## config.mk

```make
export PLATFORM = sky130hd
export DESIGN_NAME = spi_xfer_ctrl
export DESIGN_NICKNAME = d
export VERILOG_FILES = /design/src/rtl/spi_pkg.sv /design/src/rtl/spi_clkgen.sv /design/src/rtl/spi_xfer_ctrl.sv
export SDC_FILE = /design/constraint.sdc
export NUM_CORES = 1
export LEC_CHECK = 0
export BUFFER_PORTS_ARGS = -buffer_cell sky130_fd_sc_hd__buf_2
export CAP_MARGIN = 10
export CORE_MARGIN = 1.5
export CORE_UTILIZATION = 50
export DETAILED_ROUTE_END_ITERATION = 7
export GPL_TIMING_DRIVEN = 0
export PLACE_DENSITY = 0.74
export SYNTH_ARGS = -nofsm -noshare
export SYNTH_HDL_FRONTEND = slang
export SYNTH_SLANG_ARGS = --single-unit
```

## constraint.sdc

```tcl
create_clock -name clk -period 3 [get_ports clk]
set_input_delay 0.6 -clock clk [delete_from_list [all_inputs] [get_ports clk]]
set_output_delay 0.6 -clock clk [all_outputs]
set_load 0.02 [all_outputs]
```

## src/rtl/spi_pkg.sv

```systemverilog
`default_nettype none
// ============================================================================
//  Module      : spi_pkg
//  Description : Shared types and constants for the SPI transfer sequencer.
//  Revision    : 1.0 - initial release
// ============================================================================
package spi_pkg;

    localparam int CHAR_LEN_W = 7;
    localparam int MAX_BITS   = 128;
    localparam int BITS_W     = 8;

    typedef enum logic [1:0] {
        ST_IDLE = 2'd0,
        ST_LOAD = 2'd1,
        ST_RUN  = 2'd2,
        ST_DONE = 2'd3
    } state_e;

    // A char_len of zero encodes the longest transfer.
    function automatic logic [BITS_W-1:0] char_len_to_bits(input logic [CHAR_LEN_W-1:0] len);
        return (len == '0) ? BITS_W'(MAX_BITS) : {1'b0, len};
    endfunction

endpackage
`default_nettype wire

```

## src/rtl/spi_clkgen.sv

```systemverilog
`default_nettype none
// ============================================================================
//  Module      : spi_clkgen
//  Description : Programmable SCLK divider. Flags the leading/trailing edge
//                combinationally in the cycle the sclk register will toggle.
//  Revision    : 1.0 - initial release
// ============================================================================
module spi_clkgen
    import spi_pkg::*;
#(
    parameter int DIV_W = 16
) (
    input  logic             clk,
    input  logic             reset,
    input  logic             en_i,
    input  logic [DIV_W-1:0] div_i,
    input  logic             cpol_i,
    output logic             sclk_o,
    output logic             tick_o,
    output logic             lead_o,
    output logic             trail_o
);

    logic [DIV_W-1:0] cnt_q, cnt_d;
    logic             sclk_q, sclk_d;

    // Terminal count toggles sclk; while disabled sclk parks at the idle level.
    always_comb begin
        tick_o  = en_i && (cnt_q == div_i);
        lead_o  = tick_o && (sclk_q == cpol_i);
        trail_o = tick_o && (sclk_q != cpol_i);
        cnt_d   = '0;
        sclk_d  = cpol_i;
        if (en_i) begin
            cnt_d  = tick_o ? '0 : cnt_q + 1'b1;
            sclk_d = tick_o ? ~sclk_q : sclk_q;
        end
    end

    // Divider counter and sclk register.
    always_ff @(posedge clk or posedge reset) begin
        if (reset) begin
            cnt_q  <= '0;
            sclk_q <= 1'b0;
        end else begin
            cnt_q  <= cnt_d;
            sclk_q <= sclk_d;
        end
    end

    assign sclk_o = sclk_q;

endmodule
`default_nettype wire

```

## src/rtl/spi_xfer_ctrl.sv

```systemverilog
`default_nettype none
// ============================================================================
//  Module      : spi_xfer_ctrl
//  Description : SPI master transfer sequencer: latches configuration, drives
//                SCLK, shift-register strobes, slave selects, done and irq.
//  Revision    : 1.0 - initial release
// ============================================================================
module spi_xfer_ctrl
    import spi_pkg::*;
#(
    parameter int DIV_W = 16,
    parameter int SS_W  = 8
) (
    input  logic                  clk,
    input  logic                  reset,
    input  logic                  go_i,
    input  logic [CHAR_LEN_W-1:0] char_len_i,
    input  logic [DIV_W-1:0]      divider_i,
    input  logic                  cpol_i,
    input  logic                  cpha_i,
    input  logic                  ass_i,
    input  logic [SS_W-1:0]       ss_in_i,
    input  logic                  ie_i,
    input  logic                  irq_clr_i,
    output logic                  busy_o,
    output logic                  load_tx_o,
    output logic                  tx_shift_o,
    output logic                  rx_sample_o,
    output logic                  sclk_o,
    output logic [SS_W-1:0]       ss_n_o,
    output logic                  done_o,
    output logic                  irq_o,
    output logic [BITS_W-1:0]     bits_left_o
);

    state_e            state_q, state_d;
    logic [BITS_W-1:0] n_q, n_d;
    logic [DIV_W-1:0]  div_q, div_d;
    logic              cpol_q, cpol_d;
    logic              cpha_q, cpha_d;
    logic [BITS_W-1:0] tog_q, tog_d;
    logic [BITS_W-1:0] bits_q, bits_d;
    logic              busy_q, busy_d;
    logic              load_q, load_d;
    logic              tx_q, tx_d;
    logic              rx_q, rx_d;
    logic              done_q, done_d;
    logic              irq_q, irq_d;
    logic [SS_W-1:0]   ss_n_q, ss_n_d;

    logic              w_cpol_eff;
    logic              w_tick, w_lead, w_trail;
    logic              w_go_acc;
    logic [BITS_W:0]   w_last_idx;
    logic              w_last_tog;

    // sclk tracks the live polarity while idle, the latched one otherwise.
    assign w_cpol_eff = (state_q == ST_IDLE) ? cpol_i : cpol_q;
    // Toggle index 2N-1 is the final edge; 9 bits keep N=128 representable.
    assign w_last_idx = {n_q, 1'b0} - 9'd1;
    assign w_last_tog = ({1'b0, tog_q} == w_last_idx);

    spi_clkgen #(
        .DIV_W (DIV_W)
    ) u_clkgen (
        .clk     (clk),
        .reset   (reset),
        .en_i    (state_q == ST_RUN),
        .div_i   (div_q),
        .cpol_i  (w_cpol_eff),
        .sclk_o  (sclk_o),
        .tick_o  (w_tick),
        .lead_o  (w_lead),
        .trail_o (w_trail)
    );

    // Next-state logic, configuration latch and registered-output decode.
    always_comb begin
        state_d  = state_q;
        n_d      = n_q;
        div_d    = div_q;
        cpol_d   = cpol_q;
        cpha_d   = cpha_q;
        tog_d    = tog_q;
        bits_d   = rx_q ? bits_q - 8'd1 : bits_q;
        irq_d    = irq_q;
        w_go_acc = 1'b0;

        case (state_q)
            ST_IDLE: begin
                if (go_i) begin
                    w_go_acc = 1'b1;
                    state_d  = ST_LOAD;
                    n_d      = char_len_to_bits(char_len_i);
                    bits_d   = char_len_to_bits(char_len_i);
                    div_d    = divider_i;
                    cpol_d   = cpol_i;
                    cpha_d   = cpha_i;
                    tog_d    = '0;
                end
            end
            ST_LOAD: state_d = ST_RUN;
            ST_RUN: begin
                if (w_tick) begin
                    tog_d = tog_q + 8'd1;
                    if (w_last_tog) state_d = ST_DONE;
                end
            end
            ST_DONE: state_d = ST_IDLE;
            default: state_d = ST_IDLE;
        endcase

        busy_d = (state_d != ST_IDLE);
        load_d = (state_d == ST_LOAD);
        done_d = (state_d == ST_DONE);
        rx_d   = (state_q == ST_RUN) && (cpha_q ? w_trail : w_lead);
        // cpha=0 presents bit 1 ahead of the first edge, so the final
        // trailing edge has nothing left to shift.
        tx_d   = ((state_q == ST_LOAD) && !cpha_q) ||
                 ((state_q == ST_RUN) && (cpha_q ? w_lead : (w_trail && !w_last_tog)));
        ss_n_d = ~(ss_in_i & (ass_i ? {SS_W{busy_d}} : {SS_W{1'b1}}));

        if ((state_q == ST_DONE) && ie_i) irq_d = 1'b1;
        else if (irq_clr_i || w_go_acc)   irq_d = 1'b0;
    end

    // State, latched configuration and output registers.
    always_ff @(posedge clk or posedge reset) begin
        if (reset) begin
            state_q <= ST_IDLE;
            n_q     <= '0;
            div_q   <= '0;
            cpol_q  <= 1'b0;
            cpha_q  <= 1'b0;
            tog_q   <= '0;
            bits_q  <= '0;
            busy_q  <= 1'b0;
            load_q  <= 1'b0;
            tx_q    <= 1'b0;
            rx_q    <= 1'b0;
            done_q  <= 1'b0;
            irq_q   <= 1'b0;
            ss_n_q  <= '1;
        end else begin
            state_q <= state_d;
            n_q     <= n_d;
            div_q   <= div_d;
            cpol_q  <= cpol_d;
            cpha_q  <= cpha_d;
            tog_q   <= tog_d;
            bits_q  <= bits_d;
            busy_q  <= busy_d;
            load_q  <= load_d;
            tx_q    <= tx_d;
            rx_q    <= rx_d;
            done_q  <= done_d;
            irq_q   <= irq_d;
            ss_n_q  <= ss_n_d;
        end
    end

    assign busy_o      = busy_q;
    assign load_tx_o   = load_q;
    assign tx_shift_o  = tx_q;
    assign rx_sample_o = rx_q;
    assign done_o      = done_q;
    assign irq_o       = irq_q;
    assign ss_n_o      = ss_n_q;
    assign bits_left_o = bits_q;

endmodule
`default_nettype wire
```

* After elaboration in Yosys (flattened, before gate mapping)
Cells that the tools add are included.
** Operators by class
- Add/sub/neg operators :: 4
- $mul :: 0
- Divide/modulo/power cells :: 0
- Magnitude comparators :: 0
- Eq/ne operators :: 11
- Shifts and indexed selects :: 0
- Multiplexer cells :: 23
- Bitwise gates (word level) :: 3
- Reductions and logical operators :: 19
** Operator list (number)
- $mux 8 :: 7
- $mux 16 :: 2
- $add 16x1->16 const B :: 1
- $eq 16x16->1 :: 1
- $pmux 8 s2 :: 1
- $eq 8x9->1 :: 1
- $mux 1 :: 9
- $sub 9x1->9 const B :: 1
- $add 8x1->8 const B :: 1
- $and 8x8->8 :: 1
- $logic_and 1x1->1 :: 8
- $not 8->8 :: 1
- $pmux 2 s4 :: 1
- $sub 8x1->8 const B :: 1
- $logic_not 7->1 :: 1
- $eq 2x2->1 const B :: 3
- $mux 2 :: 3
- $reduce_bool 2->1 :: 3
- $eq 2x1->1 const B :: 2
- $ne 2x2->1 const B :: 2
- $reduce_and 3->1 :: 1
- $logic_not 1->1 :: 2
- $logic_not 2->1 :: 1
- $logic_or 1x1->1 :: 2
- 4 further kinds :: 4
** Storage, ports and cells
- Register bits :: 75
- Bits in latches :: 0
- Memory bits (writable) :: 0
- ROM bits :: 0
- Input port bits :: 39
- Output and inout port bits :: 23
- Word-level logic and storage cells :: 76
- Memories :: 0

* Longest topological paths before layout
Gate-level depths: netlist (run 1).
- Depth in word-level cells :: 9
- Mapped depth :: 8
- Mapped depth without buffers :: 7

* Modules after synthesis
From an unflattened synthesis (run 1), not the netlist that was laid out.
** Unflattened totals
- Cell total of the unflattened synthesis :: 370
- Area, all modules :: 3621.0 um^2
** Modules (own cells, without submodules)
- spi_xfer_ctrl :: instances 1, cells an instance 264, area each 2596.2 um^2, seq. area each 1461.4 um^2
- spi_clkgen :: instances 1, cells an instance 106, area each 1024.7 um^2, seq. area each 425.4 um^2

* Worst setup path after synthesis (run 1)
No wires, ideal clock.
- Path kind :: reg2reg
- From :: register n_q[0]
- To :: register tx_q (netlist: tx_shift_o)
- Setup time :: 0.130 ns
- Arrival time :: 2.234 ns
- Data required time :: 2.870 ns
- Path slack :: 0.636 ns
- Cell stages (with the launch flop) :: 9
- Buffers on the path :: 1
- Period minus slack after synthesis :: 2.364 ns
- Path through :: dfrtp_1 > inv_1 > ha_1 > or3b_1 > or4_4 > a2111oi_4 > and3_1 > buf_6 > o21ai_0
** Between the ends
- Longest elaborated chain between the ends :: 7
** RTL lines
- from (decl) :: line spi_xfer_ctrl.sv:37 : logic [BITS_W-1:0] n_q, n_d;
- from (signal assigned) :: line spi_xfer_ctrl.sv:146 : n_q <= n_d;
- $sub 9x1->9 :: line spi_xfer_ctrl.sv:60 : assign w_last_idx = {n_q, 1'b0} - 9'd1;
- $eq 8x9->1 :: line spi_xfer_ctrl.sv:61 : assign w_last_tog = ({1'b0, tog_q} == w_last_idx);
- $logic_not 1->1 :: line spi_xfer_ctrl.sv:120 : ((state_q == ST_RUN) && (cpha_q ? w_lead : (w_trail && !w_last_tog)));
- $logic_and 1x1->1 :: line spi_xfer_ctrl.sv:120
- $mux 1 :: line spi_xfer_ctrl.sv:120
- $logic_and 1x1->1 :: line spi_xfer_ctrl.sv:120
- $logic_or 1x1->1 :: line spi_xfer_ctrl.sv:119 : tx_d = ((state_q == ST_LOAD) && !cpha_q) ||
- net tx_d :: line spi_xfer_ctrl.sv:45 : logic tx_q, tx_d;
- to (signal assigned) :: line spi_xfer_ctrl.sv:154 : tx_q <= tx_d;
- to (decl) :: line spi_xfer_ctrl.sv:45
The timed path passes the listed nets, and every way through them passes these cells.
A chain may end at the register's enable or synchronous reset.

* Worst setup path after layout (run 1)
Same ends and word-level chain as after synthesis.

==> impl_results.md, run 1 <==
* Worst Slack Setup Final at 0.350 ns
* Router iterations before antenna repair at 4
* Post-synth net total at 438
* Wire length on met2 at 4140 µm
* Launch instance of the worst min-delay path: ss_in_i[2]
* Share of power burned in the clock network at 22.0%
* Global-route congestion overflow total at 0
* Antenna violations before repair at 0
* Yosys cell types at 50
* Clock network latency to the later pin of the worst-skew pair at 0.35 ns
* Number of placed cells counting well taps at 551
* Chain of cells forming the critical path: inv_1 -> ha_1 -> or3b_1 -> or4_4 -> a2111oi_4 -> and3_1 -> buf_6 -> o21ai_0
* Average wire length per cell after detail routing at 14.6 µm
* Data required time at the worst endpoint at 3.22 ns
* Num rows at 31
* Portion of the post-synthesis area used by sequential elements at 50.0%
* Max capacitance violation total at 0
* Slowest Stage Delay on Critical Path at 0.44 ns
* Final total negative setup slack at 0 ns
* Startpoint type of the worst setup path: flop
* Final Slew Violations at 0
* Power Total at 4.17 mW
* Core region area at 7290 µm²
* Total I/O pin count at 62
* Area used by sequential logic in the layout at 1890 µm²
* Number of register bits inferred by synthesis at 75
* Total area of multi-input combinational cells at 1770 µm²
* Depth of the CTS H-tree at 3
* Number of hold violations in the final report at 0
* Maximum number of pins on one net before global-route repair at 76
* Detailed Route Iter0 Violations at 122
* Drt drc at 0
* Combinational Power Share at 39.1%
* Post-synthesis area per instance at 9.65 µm²
* Effective utilization at floorplan at 51.7%
* Area growth from synthesis to final layout at 17.6%
* # fillers at 682
* Number of input and output port buffers inserted at 61
* Setup slack of the worst register-to-register path at 0.35 ns
* Total Die Area at 8070 µm²
* Capture point of the worst reg-to-reg path: tx_shift_o$_DFF_PP0_
* Worst clock skew at 0.00931 ns
* Horizontal die dimension at 89.9 µm
* End point of the most critical hold path: ss_n_o[2]$_DFF_PP1_
* Fin crit period at 2.65 ns
* Internal power summed over all cells at 2.53 mW
* DRT met1 WL at 3620 µm
* Total of endpoints with negative setup slack in the final report at 0
* CTS hold repair buffers at 0
* Worst flop-to-flop path startpoint: n_q[0]$_DFFE_PP0P_
* Vertical die dimension at 89.9 µm
* Final-stage net count at 510
* Switching part of the total power at 39.4%
* Global-route wire length before repair at 14,000 µm
* GRT Overall Usage at 21.7%
* Final estimated routing congestion in global placement at 0.837
* Class of the most critical setup path: reg -> reg
* Worst hold path class: in -> reg
* Clock tree root buffer cell: clkbuf_8
* Total number of vias at 3,041
* Total length of routed wires at 8250 µm
* Top routing layer in use: met4
* Max Fclk at 0.377 GHz
* Run status: complete, no violations
* Setup Buffers After CTS at 0
* Share of the synthesized area in the top cell type at 44.4%
* Number of synthesized flops with an enable pin at 0
* Diodes inserted at 0
* Number of nets still failing antenna checks after routing at 0
* Worst vdd ir at 0.507 mV
* Cells after Synth at 391
* Top flip-flop cell by instance count after synthesis: dfrtp_1
* Clock transition at the registers of the reported paths at 0.07 ns
* Sequential share of power at 38.9%
* Post-DR vias/cell at 5.36
* Crit path max-delay cell type: or4_4
* Cell type with the highest aggregate area in the netlist: dfrtp_1
* FFs w/ async S/R, synth at 100%
* Period utilisation layout at 88.3%
* Kind of end point of the critical path: flop
* Number of clock sinks at 75
* Switching power at 1.64 mW
* Share of post-route cells with drive strength above 1 at 19.7%
* Via count of the first global-routing pass at 2,959
* Hold-critical path depth at 2
* Resized cells post-CTS at 0
* Max Root-Sink Buffers at 2
* Num CTS Buffers at 9
* Dominant cells by area after synthesis: dfrtp_1, nand2_1, xnor2_1, dfstp_2, o21ai_0
* Total number of yosys warnings at 0
* Leakage at 1.98 nW
* Detailed placer's ending HPWL at 6000 µm
* Power per Cell Area at 940 nW/µm²
* Slew Limit Headroom at 25.7%
* Met3 WL at 330 µm
* Clock tree from TritonCTS: done
* Setup repair after global routing missed its margin: false
* Length in cells of the worst reg-to-reg path at 8
* Pre-CTS setup slack at 0.400 ns
* Netlist area before placement at 3770 µm²
* Cell Count, Final, Fillers Out at 567
* Data arrival, critical path at 2.87 ns
* Maximum fanout encountered on the critical timing path at 10
* Transition time of the tightest slew-check pin at 1.11 ns
## power groups by stage
| stage | clock [mW] | sequential (mW) | combinational, mW |
|---|---|---|---|
| after floorplan | 0 | 1.75 | 1.02 |
| after global placement | 0 | 1.63 | 1.55 |
| after detailed placement | 0 | 1.64 | 1.62 |
| after CTS | 0.933 | 1.63 | 1.64 |
| after global routing | 0.975 | 1.67 | 1.82 |
| final | 0.919 | 1.62 | 1.63 |
## per-layer routing
layer,up-vias,GRT usage [%]
met1,1457,26.4
met4,0,6.22
li1,1498,-
met3,14,6.18
met2,72,37.7
met5,-,0
## through the flow
stage | instance area, µm² | hold WS, ns | util [%]
after floorplan | 3770 | 0.445 | -
after global placement | 4200 | 0.463 | 57.6
after detailed placement | 4200 | 0.485 | 57.7
after CTS | 4440 | 0.399 | 60.9
after global routing | 4440 | 0.404 | 60.9
final | 4440 | 0.407 | 60.9
## sequential cells by signal, summed over array words and instances, names as in the netlist
name / cells
done_o: 1
irq_o: 1
tog_q: 8
ss_n_o: 8
state_q: 2
u_clkgen.sclk_o: 1
cpha_q: 1
div_q: 16
n_q: 8
bits_left_o: 8
rx_sample_o: 1
tx_shift_o: 1
cpol_q: 1
u_clkgen.cnt_q: 16
load_tx_o: 1
busy_o: 1
## worst max path at each step
stage                                     to          startpoint  cells past startpoint
CTS                     tx_shift_o$_DFF_PP0_  n_q[0]$_DFFE_PP0P_                      8
detailed placement      tx_shift_o$_DFF_PP0_  n_q[0]$_DFFE_PP0P_                      8
floorplan           bits_left_o[0]$_DFF_PP0_               reset                      1
finish                  tx_shift_o$_DFF_PP0_  n_q[0]$_DFFE_PP0P_                      8
global placement          n_q[6]$_DFFE_PP0P_               reset                      2
global route            tx_shift_o$_DFF_PP0_  n_q[1]$_DFFE_PP0P_                      8
## worst max-delay path: cells and delay by family (launching register included)
kind,cells,cell delay [ns]
AND/OR/NAND/NOR,3,1.15
AO/OA/AOI/OAI,2,0.48
flip-flops,1,0.41
buffers and inverters,2,0.25
adder cells (fa/ha/maj),1,0.23
## final cells by class
type | count | share of cell area (%)
well taps | 99 | 2.79
plain buffers | 12 | 1.18
clock inverters | 5 | 2.31
clock buffers | 11 | 2.96
inverters | 16 | 1.41
multi-input cells | 288 | 39.9
repair buffers | 61 | 6.88
flip-flops and latches | 75 | 42.5
## Yosys cell counts, drive strengths merged (8+ instances only)
| cell type | instances |
|---|---|
| dfstp | 8 |
| dfrtp | 67 |
| nand2 | 86 |
| o21ai | 30 |
| a21oi | 11 |
| o211ai | 8 |
| xnor2 | 29 |
| nand4 | 8 |
| nor2 | 17 |
| clkbuf | 9 |
| or3 | 10 |
| inv | 16 |
| xor2 | 13 |
| nand3 | 9 |
| ha | 8 |
## cell families after synthesis
| kind of cell | share of synthesized area, % |
|---|---|
| mux | 1.66 |
| compound gates | 12.4 |
| fa+ha+maj | 2.65 |
| simple gates | 20.5 |
| xor+xnor | 9.75 |
| buf+inv | 2.99 |
| flops | 50.0 |
## cell usage in the layout, fill, tap and decap left out, drive strengths merged, types with 9 or more instances in the layout
cell    synthesis  layout
a21oi          11      11
inv            16      16
nor2           17      17
dfrtp          67      67
xnor2          29      29
nand2          86      86
nand3           9       9
xor2           13      13
buf             3      64
clkbuf          9      20
o21ai          30      30
or3            10      10
No activity file was read; power rests on OpenSTA's default activity.
==> run 2: changes to the inputs <==
Settings changed: GPL_TIMING_DRIVEN 0 to 1.
==> run 2 against run 1 <==
Register-to-register slack lost 0.03 ns. Clock skew down 0.0010 ns. Sequential power about the same. Non-clock buffer count decreased by 7. Die area stayed put. Count of clock-buffer cells in the layout grew 2. Combinational power shrank 3%. Critical endpoint unchanged. Largest power group is now registers.
==> impl_results.md, run 2 (same netlist as run 1, synthesis figures left out) <==
* Run status: complete, no violations (unchanged)
* Slew Limit Headroom at 56.5% (was 25.7%)
* Area after DPL at 4200 µm² (about the same)
* Via count of the first global-routing pass at 3,081 (was 2,959)
* Total area of multi-input combinational cells at 1770 µm² (unchanged)
* Share of the core filled with cells at 59.8% (was 60.9%)
* Num CTS Buffers at 9 (unchanged)
* Share of post-route cells with drive strength above 1 at 20.6% (was 19.7%)
* Area used by sequential logic in the layout at 1890 µm² (unchanged)
* Chain of cells forming the critical path: inv_1 -> ha_1 -> or3b_1 -> or4_4 -> a2111oi_4 -> and3_1 -> o21ai_0 (was inv_1 -> ha_1 -> or3b_1 -> or4_4 -> a2111oi_4 -> and3_1 -> buf_6 -> o21ai_0)
* CTS hold repair buffers at 0 (unchanged)
* Power per Cell Area at 893 nW/µm² (was 940 nW/µm²)
* Leakage at 1.97 nW (was 1.98 nW)
* Period utilisation layout at 89.3% (was 88.3%)
* Number of hold violations in the final report at 0 (unchanged)
* Worst vdd ir at 0.345 mV (was 0.507 mV)
* Number of nets still failing antenna checks after routing at 0 (unchanged)
* Most used cells in the layout excluding fill and tap cells: nand2_1, dfrtp_1, buf_2 (unchanged)
* Max Root-Sink Buffers at 2 (unchanged)
* Startpoint type of the worst setup path: flop (unchanged)
* Detailed placer's ending HPWL at 5830 µm (was 6000 µm)
* Horizontal die dimension at 89.9 µm (unchanged)
* Max Fclk at 0.373 GHz (was 0.377 GHz)
* Switching power at 1.59 mW (was 1.64 mW)
* Crit path max-delay cell type: and3_1 (was or4_4)
* Setup Buffers After CTS at 0 (unchanged)
* Slowest Stage Delay on Critical Path at 0.45 ns (was 0.44 ns)
* Diodes inserted at 0 (unchanged)
* Worst clock skew at 0.00826 ns (was 0.00931 ns)
* Max capacitance violation total at 0 (unchanged)
* Global-route congestion overflow total at 0 (unchanged)
* GRT Overall Usage at 21.4% (was 21.7%)
* Final instance area at 4360 µm² (was 4440 µm²)
* Maximum number of pins on one net before global-route repair at 46 (was 76)
* Num rows at 31 (unchanged)
* Post-DR vias/cell at 5.40 (was 5.36)
* Average wire length per cell after detail routing at 14.3 µm (was 14.6 µm)
* Clock tree root buffer cell: clkbuf_8 (unchanged)
* Final total negative setup slack at 0 ns (unchanged)
* Final Slew Violations at 0 (unchanged)
* Maximum fanout encountered on the critical timing path at 11 (was 10)
* Fin crit period at 2.68 ns (was 2.65 ns)
* Setup repair after global routing missed its margin: false (unchanged)
* Number of input and output port buffers inserted at 61 (unchanged)
* Combinational Power Share at 40.5% (was 39.1%)
* Class of the most critical setup path: reg -> reg (unchanged)
* Clock transition at the registers of the reported paths at 0.07 ns (about the same)
* Clock network latency to the later pin of the worst-skew pair at 0.35 ns (about the same)
* Depth of the CTS H-tree at 3 (unchanged)
* Area growth from synthesis to final layout at 15.7% (was 17.6%)
* Total number of vias at 3,025 (was 3,041)
* Most common library cell in the layout ignoring fill and taps: nand2_1 (unchanged)
* Largest regs: div_q: 16 flops, u_clkgen.cnt_q: 16 flops (unchanged)
* Worst hold path class: in -> async (was in -> reg)
* Total of endpoints with negative setup slack in the final report at 0 (unchanged)
* Core region area at 7290 µm² (unchanged)
* Vertical die dimension at 89.9 µm (unchanged)
* Antenna violations before repair at 0 (unchanged)
* Kind of end point of the critical path: flop (unchanged)
* # fillers at 666 (was 682)
* Global-route wire length before repair at 14,000 µm (unchanged)
* Switching part of the total power at 40.9% (was 39.4%)
* Detailed Route Iter0 Violations at 179 (was 122)
* Transition time of the tightest slew-check pin at 0.652 ns (was 1.11 ns)
* Data arrival, critical path at 2.90 ns (was 2.87 ns)
* Hold WS at 0.336 ns (was 0.407 ns)
* Internal power summed over all cells at 2.30 mW (was 2.53 mW)
* Effective utilization at floorplan at 51.7% (unchanged)
* Final-stage net count at 503 (was 510)
* Resized cells post-CTS at 0 (unchanged)
* Total Die Area at 8070 µm² (unchanged)
* Total I/O pin count at 62 (unchanged)
* Number of clock sinks at 75 (unchanged)
* Total length of routed wires at 8010 µm (was 8250 µm)
* Drt drc at 0 (unchanged)
* Clock tree from TritonCTS: done (unchanged)
* Setup slack of the worst register-to-register path at 0.32 ns (was 0.35 ns)
* Sequential share of power at 42.2% (was 38.9%)
* Share of power burned in the clock network at 17.3% (was 22.0%)
* Final estimated routing congestion in global placement at 0.852 (was 0.837)
* Router iterations before antenna repair at 4 (unchanged)
* Data required time at the worst endpoint at 3.22 ns (about the same)
[run 2: changes by cell type in the layout (fill, tap and decap cells not counted), sizes merged]
cell | previous run | this run
clkinv | 1 | 3
bufinv | 3 | 0
clkinvlp | 1 | 0
clkbuf | 20 | 13
buf | 64 | 66
[run 2: power by group through the flow]
stage / Clock, mW / Combinational (mW) / Sequential, mW
2_1_floorplan: 0 / 1.02 / 1.75
3_3_place_gp: 0 / 1.52 / 1.64
4_1_cts: 0.688 / 1.59 / 1.64
6_report: 0.674 / 1.58 / 1.64
5_1_grt: 0.737 / 1.75 / 1.69
3_5_place_dp: 0 / 1.58 / 1.66
[run 2: worst max-delay path, delay by kind of cell (launching register included)]
family                     cells  cell delay, ns
and+or+nand+nor                3            1.30
AOI/OAI and AO/OA              2            0.51
DFF                            1            0.42
adders and majority gates      1            0.22
buffers and inverters          1            0.10
[run 2: stage by stage]
stage / power [mW] / cells / setup slack [ns]
2_1_floorplan: 2.78 / 391 / 0.503
3_3_place_gp: 3.16 / 544 / 0.430
3_5_place_dp: 3.24 / 544 / 0.331
4_1_cts: 3.92 / 560 / 0.333
5_1_grt: 4.17 / 560 / 0.163
6_report: 3.89 / 560 / 0.320
[run 2: area by class of cell]
class	instances	share of cell area, %
Sequential cell	75	43.2
Inverter	16	1.38
Clock inverter	3	0.344
Timing Repair Buffer	66	8.14
Clock buffer	13	3.41
Multi-Input combinational cell	288	40.6
Tap cell	99	2.84
[run 2: final timing paths]
path | start | to | cells after the start
worst max-delay path | n_q[0]$_DFFE_PP0P_ | tx_shift_o$_DFF_PP0_ | 7
worst min register to register | div_q[14]$_DFFE_PP0P_ | div_q[14]$_DFFE_PP0P_ | 2
max in group asynchronous | reset | bits_left_o[1]$_DFF_PP0_ | 3
worst max register to register | n_q[0]$_DFFE_PP0P_ | tx_shift_o$_DFF_PP0_ | 7
min in group clk | ss_in_i[3] | ss_n_o[3]$_DFF_PP1_ | 2
worst min-delay path | reset | irq_o$_DFFE_PP0P_ | 2
[run 2: layer usage]
layer / global-route usage [%] / wire length (µm) / vias up
li1: - / - / 1488
met1: 26.5 / 3650 / 1460
met2: 36.5 / 3900 / 61
met3: 4.99 / 311 / 16
met4: 7.94 / 142 / 0
met5: 0 / 0 / -
